[src/rtl/hall_velocity_meter_pkg.sv]
// Shared definitions for the Hall-sensor velocity meter.
//   HALL_SEQ          forward commutation order of the {A,B,C} Hall code
//   HALL_IDX_INVALID  index returned for codes outside the table (000, 111)
//   DIR_FWD/DIR_REV   encoding of the dir output
//   VEL_W_DEFAULT     default width of the velocity word (also the PID current_vel width)
package hall_velocity_meter_pkg;

    localparam int VEL_W_DEFAULT = 9;

    localparam logic DIR_FWD = 1'b0;
    localparam logic DIR_REV = 1'b1;

    localparam logic [2:0] HALL_IDX_INVALID = 3'd7;

    localparam logic [2:0] HALL_SEQ [0:5] = '{3'b001, 3'b011, 3'b010, 3'b110, 3'b100, 3'b101};

    typedef enum logic [1:0] {
        EDGE_NONE,
        EDGE_FWD,
        EDGE_REV,
        EDGE_ILLEGAL
    } edge_kind_t;

    function automatic logic [2:0] hall_idx(input logic [2:0] code);
        logic [2:0] idx;
        idx = HALL_IDX_INVALID;
        for (int i = 0; i < 6; i++) begin
            if (HALL_SEQ[i] == code) idx = 3'(i);
        end
        return idx;
    endfunction

    function automatic logic [2:0] idx_next(input logic [2:0] idx);
        return (idx == 3'd5) ? 3'd0 : idx + 3'd1;
    endfunction

    function automatic logic [2:0] idx_prev(input logic [2:0] idx);
        return (idx == 3'd0) ? 3'd5 : idx - 3'd1;
    endfunction

endpackage

[src/rtl/hall_velocity_meter_sync.sv]
// Two-flop synchronizer for the three raw Hall pins.
//   clk    in   system clock
//   rst_n  in   asynchronous active-low reset (both stages clear to 000)
//   d      in   raw Hall pins, asynchronous to clk
//   q      out  synchronized Hall code
module hall_velocity_meter_sync (
    input  logic       clk,
    input  logic       rst_n,
    input  logic [2:0] d,
    output logic [2:0] q
);

    logic [2:0] meta;

    always_ff @(posedge clk or negedge rst_n) begin
        if (!rst_n) begin
            meta <= 3'b000;
            q    <= 3'b000;
        end else begin
            meta <= d;
            q    <= meta;
        end
    end

endmodule

[src/rtl/hall_velocity_meter.sv]
// BLDC rotor speed meter: counts legal Hall commutation edges over a fixed
// gate window and publishes a saturated count, direction and fault flag once
// per window.
//   clk          in   system clock
//   rst_n        in   asynchronous active-low reset
//   en           in   measurement enable
//   hall         in   raw Hall pins {A,B,C}
//   current_vel  out  legal edges in the last completed window (saturated)
//   dir          out  direction of the last legal edge (0 fwd, 1 rev)
//   hall_err     out  illegal code or transition seen in the last window
//   vel_valid    out  one-cycle pulse when the outputs above update
module hall_velocity_meter
    import hall_velocity_meter_pkg::*;
#(
    parameter int WINDOW_CYCLES = 500000,
    parameter int VEL_W         = VEL_W_DEFAULT
) (
    input  logic             clk,
    input  logic             rst_n,
    input  logic             en,
    input  logic [2:0]       hall,
    output logic [VEL_W-1:0] current_vel,
    output logic             dir,
    output logic             hall_err,
    output logic             vel_valid
);

    localparam int                WIN_W    = $clog2(WINDOW_CYCLES);
    localparam logic [WIN_W-1:0]  WIN_LAST = WIN_W'(WINDOW_CYCLES - 1);
    localparam logic [VEL_W-1:0]  VEL_MAX  = '1;

    logic [2:0]       hall_s;
    logic [2:0]       hall_p;
    logic [1:0]       prime_cnt;
    logic             primed;
    logic [2:0]       idx_s;
    logic [2:0]       idx_p;
    edge_kind_t       edge_kind;
    logic             legal;
    logic [VEL_W-1:0] cnt;
    logic [VEL_W-1:0] cnt_next;
    logic             err_acc;
    logic             err_next;
    logic             dir_acc;
    logic             dir_next;
    logic [WIN_W-1:0] win_cnt;
    logic             win_last;

    hall_velocity_meter_sync u_sync (
        .clk   (clk),
        .rst_n (rst_n),
        .d     (hall),
        .q     (hall_s)
    );

    // hall_p tracks hall_s from the first cycle; edges are only evaluated once
    // the synchronizer has flushed its reset value, so the 000 -> code step
    // after reset is never seen as an illegal edge.
    always_ff @(posedge clk or negedge rst_n) begin
        if (!rst_n) begin
            hall_p    <= 3'b000;
            prime_cnt <= 2'd0;
            primed    <= 1'b0;
        end else begin
            hall_p <= hall_s;
            if (!primed) begin
                prime_cnt <= prime_cnt + 2'd1;
                primed    <= (prime_cnt == 2'd2);
            end
        end
    end

    assign idx_s = hall_idx(hall_s);
    assign idx_p = hall_idx(hall_p);

    always_comb begin
        edge_kind = EDGE_NONE;
        if (primed && (hall_s != hall_p)) begin
            if ((idx_s == HALL_IDX_INVALID) || (idx_p == HALL_IDX_INVALID)) begin
                edge_kind = EDGE_ILLEGAL;
            end else if (idx_s == idx_next(idx_p)) begin
                edge_kind = EDGE_FWD;
            end else if (idx_s == idx_prev(idx_p)) begin
                edge_kind = EDGE_REV;
            end else begin
                edge_kind = EDGE_ILLEGAL;
            end
        end
    end

    assign legal    = (edge_kind == EDGE_FWD) || (edge_kind == EDGE_REV);
    assign cnt_next = (legal && (cnt != VEL_MAX)) ? cnt + VEL_W'(1) : cnt;
    assign err_next = err_acc | (edge_kind == EDGE_ILLEGAL);
    assign dir_next = (edge_kind == EDGE_FWD) ? DIR_FWD :
                      (edge_kind == EDGE_REV) ? DIR_REV : dir_acc;
    assign win_last = (win_cnt == WIN_LAST);

    // The terminal cycle publishes the "_next" values, so an edge evaluated in
    // that same cycle lands in the closing window while the accumulators
    // restart from zero for the next one.
    always_ff @(posedge clk or negedge rst_n) begin
        if (!rst_n) begin
            win_cnt     <= '0;
            cnt         <= '0;
            err_acc     <= 1'b0;
            dir_acc     <= DIR_FWD;
            current_vel <= '0;
            dir         <= DIR_FWD;
            hall_err    <= 1'b0;
            vel_valid   <= 1'b0;
        end else if (!en) begin
            win_cnt   <= '0;
            cnt       <= '0;
            err_acc   <= 1'b0;
            vel_valid <= 1'b0;
        end else if (win_last) begin
            win_cnt     <= '0;
            cnt         <= '0;
            err_acc     <= 1'b0;
            dir_acc     <= dir_next;
            current_vel <= cnt_next;
            dir         <= dir_next;
            hall_err    <= err_next;
            vel_valid   <= 1'b1;
        end else begin
            win_cnt   <= win_cnt + WIN_W'(1);
            cnt       <= cnt_next;
            err_acc   <= err_next;
            dir_acc   <= dir_next;
            vel_valid <= 1'b0;
        end
    end

endmodule

[config.mk]
export PLATFORM = sky130hd
export DESIGN_NAME = hall_velocity_meter
export DESIGN_NICKNAME = d
export VERILOG_FILES = /design/src/rtl/hall_velocity_meter_pkg.sv /design/src/rtl/hall_velocity_meter_sync.sv /design/src/rtl/hall_velocity_meter.sv
export SDC_FILE = /design/constraint.sdc
export NUM_CORES = 1
export LEC_CHECK = 0
export CAP_MARGIN = 30
export CORE_ASPECT_RATIO = 1.5
export CORE_UTILIZATION = 45
export CTS_BUF_LIST = sky130_fd_sc_hd__clkbuf_4 sky130_fd_sc_hd__clkbuf_8
export CTS_CLUSTER_SIZE = 24
export DETAILED_ROUTE_END_ITERATION = 10
export GPL_ROUTABILITY_DRIVEN = 0
export GPL_TIMING_DRIVEN = 0
export HOLD_SLACK_MARGIN = 0.12
export PLACE_DENSITY = 0.72
export SYNTH_ARGS = -nofsm -noshare
export SYNTH_HDL_FRONTEND = slang
export SYNTH_SLANG_ARGS = --single-unit
[constraint.sdc]
create_clock -name clk -period 5.7 [get_ports clk]
set_clock_uncertainty 0.15 [all_clocks]
set_input_delay 1.425 -clock clk [delete_from_list [all_inputs] [get_ports clk]]
set_output_delay 1.425 -clock clk [all_outputs]
set_load 0.01 [all_outputs]
==> key figures <==
CTS
  • Clk sinks: 54
  • Clk buf depth: 2
  • CTS Buf Count: 5
  • Post-CTS setup buffers: 0
  • Hold_buf cts: 0
  • Clock root buffer: clkbuf_8
  • Post-cts gate resize count: 0
  • H-tree depth: 2
  • CTS tree: yes
  • Later-pin clock latency in the skew report: 300 ps
  • Clock slew at reported path FFs: 100 ps

Drt
  • DRT iter0 DRCs: 73
  • Initial DRT Pass Iterations: 4
  • Drt total wl: 4.39 mm
  • Antenna Nets Post-Route: 0
  • DR DRC count: 0
  • Vias per cell: 5.22
  • Avg WL per Cell: 12.7 µm
  • Routed vias: 1,802

Synth
  • Synth unique cells: 45
  • Synth Warn #: 0
  • Post-synthesis register bit count: 54
  • Register area share after synthesis: 51.4%
  • Top cell type's share of synthesized area: 51.4%
  • Area leader, netlist: dfrtp_1
  • Avg Synthesized Cell Area: 10.5 µm²
  • Async SR Flop Fraction: 100%
  • Post-Syn Nets: 264
  • Main synth FF type: dfrtp_1
  • EDFF count, synth: 0
  • Mapped Area: 0.00263 mm²
  • Top cells by area, synth: dfrtp_1, xnor2_1, nor2_1, xor2_1, nand2_1
  • Top cells by instance count after synthesis: dfrtp_1, nor2_1, nand2_1
  • Most common cell in the synthesized netlist: dfrtp_1
  • Cells after synthesis: 250

Layout
  • N_diodes: 0
  • # fillers: 501
  • Area Growth Syn to Fin: 14.7%
  • Layout net count: 289
  • Post-route cell area: 0.00301 mm²
  • Share of cells above drive strength 1: 13.5%

Timing
  • Max Slew Vio Count: 0
  • Max_slew headroom: 60.8%
  • Slew @ Worst Pin: 578 ps
  • Hold Violations, Final: 0
  • TNS Setup: 0 ps
  • Tmin final: 3440 ps
  • FMAX: 291 MHz
  • RSZ-0062 raised after global routing: no
  • Final setup viols: 0
  • Fin crit share: 60.3%

Setup path
  • Reg2reg setup slack: 2260 ps
  • Startpoint types: register
  • Worst r2r path cells: 14
  • Worst R2R End: current_vel[7]
  • Top cell by count, worst path: ha_1
  • Crit Path Class: register to register
  • Crit Path Max Fanout: 8
  • CP cell instances: buf_2 -> or3_1 -> nand2_1 -> ha_1 -> a221oi_1 -> a31oi_1 -> mux2i_1 -> a21oi_1 -> ha_1 -> nor2_2 -> nand4_1 -> nor2_1 -> xnor2_1 -> o21ai_2
  • Max stage delay on crit path: 370 ps
  • Critical-path top delay cell: or3_1
  • Worst Path Required: 5740 ps
  • Critical Path Start: hall_p[2]
  • Worst EP arrival: 3480 ps
  • Critical Path Sink Type: register
  • Worst reg2reg startpoint: hall_p[2]

Hold path
  • Hold Path Origin: u_sync.meta[2]
  • Hold crit path type: register to register
  • Worst Hold End: u_sync.q[2]
  • Hold depth: 0

Flow run
  • Max-cap viol count: 0

Pwr
  • Comb pwr share: 12.2%
  • Seq pwr share: 53.9%
  • Switching power: 181 µW
  • Clock network power share: 33.9%
  • Pwr Density: 253 mW/mm²
  • Switching share of power: 23.8%
  • P_int: 580 µW
  • IR Drop Worst-Case VDD: 0.133 mV
  • Lkg Pwr: 0.00133 µW

Run status
  • Status: complete, no violations

Placed design
  • PortBufs: 17
  • Dpl hpwl: 3.21 mm
  • Area after DPL: 0.00290 mm²

GRT
  • Gr ovfl total: 0
  • Total Routing Usage GR: 16.0%
  • Vias in the first global route: 1,702
  • Global-route wire length before repair: 7.54 mm
  • Initial antenna violation count: 0
  • Largest net degree at the start of global routing: 36

Die
  • Die X: 64.4 µm
  • Core Box Area: 0.00553 mm²
  • Initial core utilization: 47.5%
  • Die ar.: 0.00615 mm²
  • Rows: 33
  • Top Ports: 18
  • Die span in y: 95.6 µm
## state kept, by name, indices dropped and copies added, names as in the netlist, 2 cells and up
signal       count
hall_p           3
cnt              9
win_cnt         19
prime_cnt        2
u_sync.q         3
u_sync.meta      3
current_vel      9
## worst max path at each step
stage / endpoint / slack (ps) / cells past startpoint
global placement: hall_p[2] / 1440 / 1
detailed placement: current_vel[7] / 2230 / 14
finish: current_vel[7] / 2260 / 14
CTS: current_vel[7] / 2220 / 14
floorplan: current_vel[5] / 2530 / 14
global route: current_vel[7] / 1980 / 14
## layout make-up
| type | instances | area [µm²] | share of cell area [%] |
|---|---|---|---|
| sequential | 54 | 1350 | 44.9 |
| multi-input combinational | 181 | 1190 | 39.6 |
| timing repair buffer | 18 | 185 | 6.15 |
| tap | 70 | 87.6 | 2.91 |
| clock buffer | 6 | 82.6 | 2.74 |
| buffer | 7 | 53.8 | 1.79 |
| clock inverter | 1 | 30.0 | 0.997 |
| inverter | 8 | 30.0 | 0.997 |
## cells in the final DEF (no fill, tap or decap), types with 2 or more instances in the layout
| cell type | instances |
|---|---|
| clkbuf_8 | 6 |
| dfrtp_1 | 54 |
| xnor2_1 | 15 |
| inv_1 | 8 |
| clkdlybuf4s50_1 | 16 |
| and3_1 | 5 |
| xor2_1 | 13 |
| buf_2 | 5 |
| nor3_1 | 7 |
| nand2_1 | 27 |
| or3_1 | 3 |
| nand2b_1 | 2 |
| nor2_1 | 34 |
| a21oi_1 | 7 |
| mux2i_1 | 6 |
| buf_6 | 3 |
| o21ai_2 | 9 |
| nand3_1 | 5 |
| and4_1 | 2 |
| o21ai_1 | 3 |
| nand4_1 | 5 |
| ha_1 | 8 |
| a31oi_1 | 3 |
| o21ai_0 | 4 |
## critical path, delay by kind of cell, from the launching register on
family                     cells  cell delay, ps
buffers and inverters          1             170
muxes                          1             170
and+or+nand+nor                5            1080
adders and majority gates      2             600
DFF                            1             360
AOI/OAI and AO/OA              4             590
xor gates and xnor gates       1             200
## metal layers
layer / GRT usage, % / vias to the layer above / share of wire, % / wire length, µm
met5: 0 / - / 0 / 0
met3: 2.51 / 5 / 1.7 / 74
met2: 28.2 / 19 / 52 / 2270
li1: - / 903 / - / -
met1: 19.1 / 875 / 45 / 1970
met4: 7.41 / 0 / 1.7 / 76
## cells by family after synthesis
family | share of synthesized area (%)
and+or+nand+nor | 20.0
DFF | 51.4
AOI/OAI and AO/OA | 9.95
xor gates and xnor gates | 9.33
buffers and inverters | 3.19
adders and majority gates | 3.81
muxes | 2.29
## through the flow
step                      cells  utilization, %  hold WS, ps  setup WS (ps)  power, µW
after floorplan             250               -          181           2530        479
after global placement      337            52.1          182           1440        509
after detailed placement    338            52.4          189           2230        513
after CTS                   345            54.5          210           2220        774
after global routing        345            54.5          213           1980        801
final                       345            54.5          205           2260        762
## power groups by stage
| stage | clock, µW | sequential (µW) | combinational [µW] |
|---|---|---|---|
| final | 258 | 411 | 92.7 |
| after global placement | 0 | 418 | 90.6 |
| after CTS | 268 | 411 | 94.7 |
| after floorplan | 0 | 419 | 60.2 |
| after detailed placement | 0 | 419 | 94.5 |
| after global routing | 281 | 413 | 106 |
No activity file was read; power rests on OpenSTA's default activity.
==> variant 1: new RTL, same flow settings <==
Set the parameter `WINDOW_CYCLES` to 125000 (it was 500000).
--- a/src/rtl/hall_velocity_meter.sv
+++ b/src/rtl/hall_velocity_meter.sv
@@ -14,3 +14,3 @@
 #(
-    parameter int WINDOW_CYCLES = 500000,
+    parameter int WINDOW_CYCLES = 125000,
     parameter int VEL_W         = VEL_W_DEFAULT
Formal check against the unedited RTL: same outputs for any inputs over 10 cycles, from zero or initial values and one cycle with rst_n low; that may be too few to reach the edited logic, so the function may still have changed.
==> variant 1 against the unedited design <==
Count of clock-buffer cells in the layout shrank 1; via count shrank 6.0%; cell area decreased by 2.5%; worst setup slack got worse by 350 ps; power down 3.5%; sequential cell count decreased by 2; area after synthesis shrank 2.8%; routed wire length fell by 3.7%; highest routed layer unchanged.
==> variant 1: results <==
global_route:
  grt_pass1_wl_um: 7470
  first_global_vias: 1709
  grt_start_max_net_pins: 39
  track_usage: 0.158
final_layout:
  fin_cells: 326
  nets: 269
  reg.largest.list: "win_cnt x17, cnt x9, current_vel x9"
worst_setup_path:
  cp_max_fo: 10
  endpoint: "cnt[7]"
  arrival_ps: 3820
  startpoint: "hall_p[1]"
logic_synthesis:
  synth_cells: 230
  ys_types: 46
  synth_top_cells_by_count: "52 x dfrtp_1, 33 x nor2_1, 20 x xor2_1, 14 x nand2_1"
  yosysSeqAreaShare: 0.509
  synth_nets: 244
placed_design:
  placed_cell_area_um2: 2830
  dp_hpwl_um: 3120
  dp_cells: 318
  pre_cts_ws_ps: 1870
sta:
  relSlewSlack: 0.678
  finalCritPeriodShare: 0.665
detailed_routing:
  drt_iter0_markers: 93
  routed_wl_um: 4230
  avgViaCountPerCell: 5.20
power_and_ir_drop:
  ir_drop_v: 0.000123
  leakagePower_uw: 0.00131
run_status:
  status: "finished, final reports clean"
## variant 1: cell count changes in the layout (fill, tap and decap cells not counted), sizes merged, moves of 3 or more
cell | unedited run | this run
o31a | 0 | 3
xor2 | 13 | 20
xnor2 | 15 | 9
a21oi | 7 | 2
nand3b | 0 | 4
a31oi | 3 | 0
or3 | 4 | 0
nor3 | 7 | 2
nand4 | 5 | 8
nand2 | 28 | 21
inv | 8 | 5
o21ai | 16 | 13
## variant 1: worst max-delay path, cell delays in order, from the launching register on
cell,delay [ps]
dfrtp_1,370
buf_2,210
nor3_1,60
a21o_1,160
ha_1,300
and2_1,160
mux2i_1,230
o31ai_1,110
o41a_1,450
ha_1,330
nor2_1,390
nand4_1,250
nor3_1,230
xnor2_1,190
nor2_1,80
## variant 1: final cells by class
class                      count  area [um^2]
fill                         521         2510
sequential                    52         1300
multi-input combinational    163         1170
timing repair buffer          18          185
tap                           70         87.6
clock buffer                   5         68.8
buffer                        10         65.1
clock inverter                 3         42.5
inverter                       5         18.8
## variant 1: per-layer routing
metal	share of wire	vias up	wire (um)	track usage
li1	-	839	-	-
met1	0.43	838	1840	0.181
met2	0.53	11	2250	0.289
met3	0.019	6	79	0.0328
met4	0.015	0	62	0.0530
met5	0	-	0	0
## variant 1: report_power, final
part | total, uW | internal [uW] | switching (uW)
Combinational | 93.0 | 41.4 | 51.6
Clock | 246 | 130 | 116
Sequential | 396 | 385 | 11.1
## variant 1: logic make-up after synthesis
group | after synthesis | share of synthesized area
buffers and inverters | 15 | 0.0328
muxes | 4 | 0.0157
adders and majority gates | 8 | 0.0392
and+or+nand+nor | 94 | 0.209
DFF | 52 | 0.509
AOI/OAI and AO/OA | 28 | 0.0945
xor gates and xnor gates | 29 | 0.0994
==> variant 2: new RTL, same flow settings <==
Without the edit above. Reset style: synchronous (`rst_n`), changed in 3 clocked blocks. Comments in the files are not updated.
--- a/src/rtl/hall_velocity_meter_sync.sv
+++ b/src/rtl/hall_velocity_meter_sync.sv
@@ -14,3 +14,3 @@
 
-    always_ff @(posedge clk or negedge rst_n) begin
+    always_ff @(posedge clk) begin
         if (!rst_n) begin
--- a/src/rtl/hall_velocity_meter.sv
+++ b/src/rtl/hall_velocity_meter.sv
@@ -58,3 +58,3 @@
     // after reset is never seen as an illegal edge.
-    always_ff @(posedge clk or negedge rst_n) begin
+    always_ff @(posedge clk) begin
         if (!rst_n) begin
@@ -100,3 +100,3 @@
     // restart from zero for the next one.
-    always_ff @(posedge clk or negedge rst_n) begin
+    always_ff @(posedge clk) begin
         if (!rst_n) begin
Function: no difference found for any inputs over 10 cycles, from zero or initial values and one cycle with rst_n low; that may be too few to reach the edited logic, so the function may still have changed.
==> variant 2 against the unedited design <==
Cell area shrank 7.1%; non-clock buffer count rose by 6; worst hold slack better by 85 ps; utilization shrank 0.29 points; worst setup slack got worse by 260 ps; sequential power fell by 3%; sequential cell count unchanged; combinational power down 17%; synthesized cell count rose by 6.0%; first-iteration DRC count down 26%; area after synthesis shrank 7.6%; power shrank 3.6%; routed wire length fell by 4.3%.
==> variant 2: results <==
final_layout:
  fin_cells: 358
  antennaDiodeCount: 0
  reg.largest.list: "win_cnt x19, cnt x9, current_vel x9"
  drive_gt1_frac: 0.0931
  nets: 303
detailed_routing:
  routed_wl_um: 4200
  vias: 1824
  drt_iter0_markers: 54
  first_pass_iters: 5
clock_tree:
  numCtsBuffers: 5
  cts_setup_buffers: 0
  cts_resized: 0
  h-tree-depth: 2
  clkLatencyLatePin_ps: 300
  cts_max_path_buffers: 2
  clk_pin_slew_ps: 90
  cts_root_buffer: "clkbuf_8"
logic_synthesis:
  ys_warn_count: 0
  synth_nets: 279
  yosysSeqAreaShare: 0.445
  synth_area_per_cell_um2: 9.16
  async_flop_share: 0
  synthTopCellsByArea: "dfxtp_1 45%, nor2_1 8.8%, xor2_1 7.6%, a211oi_2 5.2%, ha_1 4.1%"
  ys_types: 39
  synth_top_cells_by_count: "57 x nor2_1, 54 x dfxtp_1, 21 x xor2_1, 17 x nand2_1, 11 x and2_1"
sta:
  slew_violations: 0
  finalCritPeriodShare: 0.650
  worst_slew_pin_slew_ps: 749
worst_setup_path:
  startpoint: "hall_p[0]"
  max_stage_delay_ps: 420
  endpoint: "current_vel[7]"
  crit_family: "simple AND/OR/NAND/NOR gates"
  cp_max_fo: 8
  reg2reg_slack_ps: 2000
  r2r_end: "current_vel[7]"
  reg2regPathDepth: 14
  arrival_ps: 3720
  cpMaxStageDelayCell: "nor2_1"
placed_design:
  port_buffers: 17
  dp_hpwl_um: 3050
  placed_cell_area_um2: 2680
  dp_cells: 350
global_route:
  first_global_vias: 1664
  track_usage: 0.162
  grt_antenna_before_repair: 0
  grt_start_max_net_pins: 16
  grt_pass1_wl_um: 7030
run_status:
  status: "finished, final reports clean"
power_and_ir_drop:
  leakagePower_uw: 0.00100
  ir_drop_v: 0.000153
worst_hold_path:
  hold_depth: 1
  holdCritPathClass: "flop to flop"
==> variant 2: cell type report <==
class / count / area [um^2]
multi-input cells: 189 / 1240
clock buffers: 7 / 83.8
fillers: 470 / 2370
inverters: 8 / 30.0
repair buffers: 17 / 170
well taps: 68 / 85.1
plain buffers: 14 / 73.8
flip-flops and latches: 54 / 1080
clock inverters: 1 / 30.0
==> variant 2: metal layers <==
layer,GRT usage,part of all wire
met4,0.0722,0.022
met2,0.275,0.51
met3,0.0296,0.020
met1,0.189,0.45
met5,0,0
==> variant 2: how the worst min path moves through the flow <==
| stage | start | to | slack (ps) |
|---|---|---|---|
| finish | u_sync.meta[2] | u_sync.q[2] | 290 |
| global route | u_sync.meta[2] | u_sync.q[2] | 300 |
| CTS | u_sync.meta[2] | u_sync.q[2] | 290 |
| detailed placement | u_sync.meta[2] | u_sync.q[2] | 270 |
| global placement | u_sync.meta[0] | u_sync.q[0] | 260 |
| floorplan | u_sync.meta[0] | u_sync.q[0] | 260 |
==> variant 2: worst register-to-register path: cells and delay by family (launching register included) <==
kind                       cells  cell delay, ps
buffers and inverters          1             190
and+or+nand+nor                5            1340
muxes                          1              80
DFF                            1             310
AOI/OAI and AO/OA              4             770
xor gates and xnor gates       1             170
adders and majority gates      2             560
==> variant 2: per-stage QoR <==
stage,utilization,worst slack (ps),hold slack [ps]
after floorplan,-,2350,262
after global placement,0.520,2060,265
after detailed placement,0.520,2050,268
after CTS,0.542,2000,294
after global routing,0.542,1660,303
final,0.542,2000,290
==> variant 2: cells by family (layout without fill, tap and decap cells) <==
| group | count (synthesis) | count (layout) | synth area share |
|---|---|---|---|
| AO/OA/AOI/OAI | 27 | 27 | 0.104 |
| XOR/XNOR | 31 | 31 | 0.112 |
| adder cells (fa/ha/maj) | 8 | 8 | 0.0412 |
| buffers and inverters | 22 | 47 | 0.0428 |
| flip-flops | 54 | 54 | 0.445 |
| multiplexers | 5 | 5 | 0.0206 |
| AND/OR/NAND/NOR | 118 | 118 | 0.234 |
==> variant 2: report_power, final <==
part / internal [uW] / switching [uW]
registers: 391 / 9.51
logic: 33.5 / 43.9
clock network: 141 / 116
total: 565 / 169
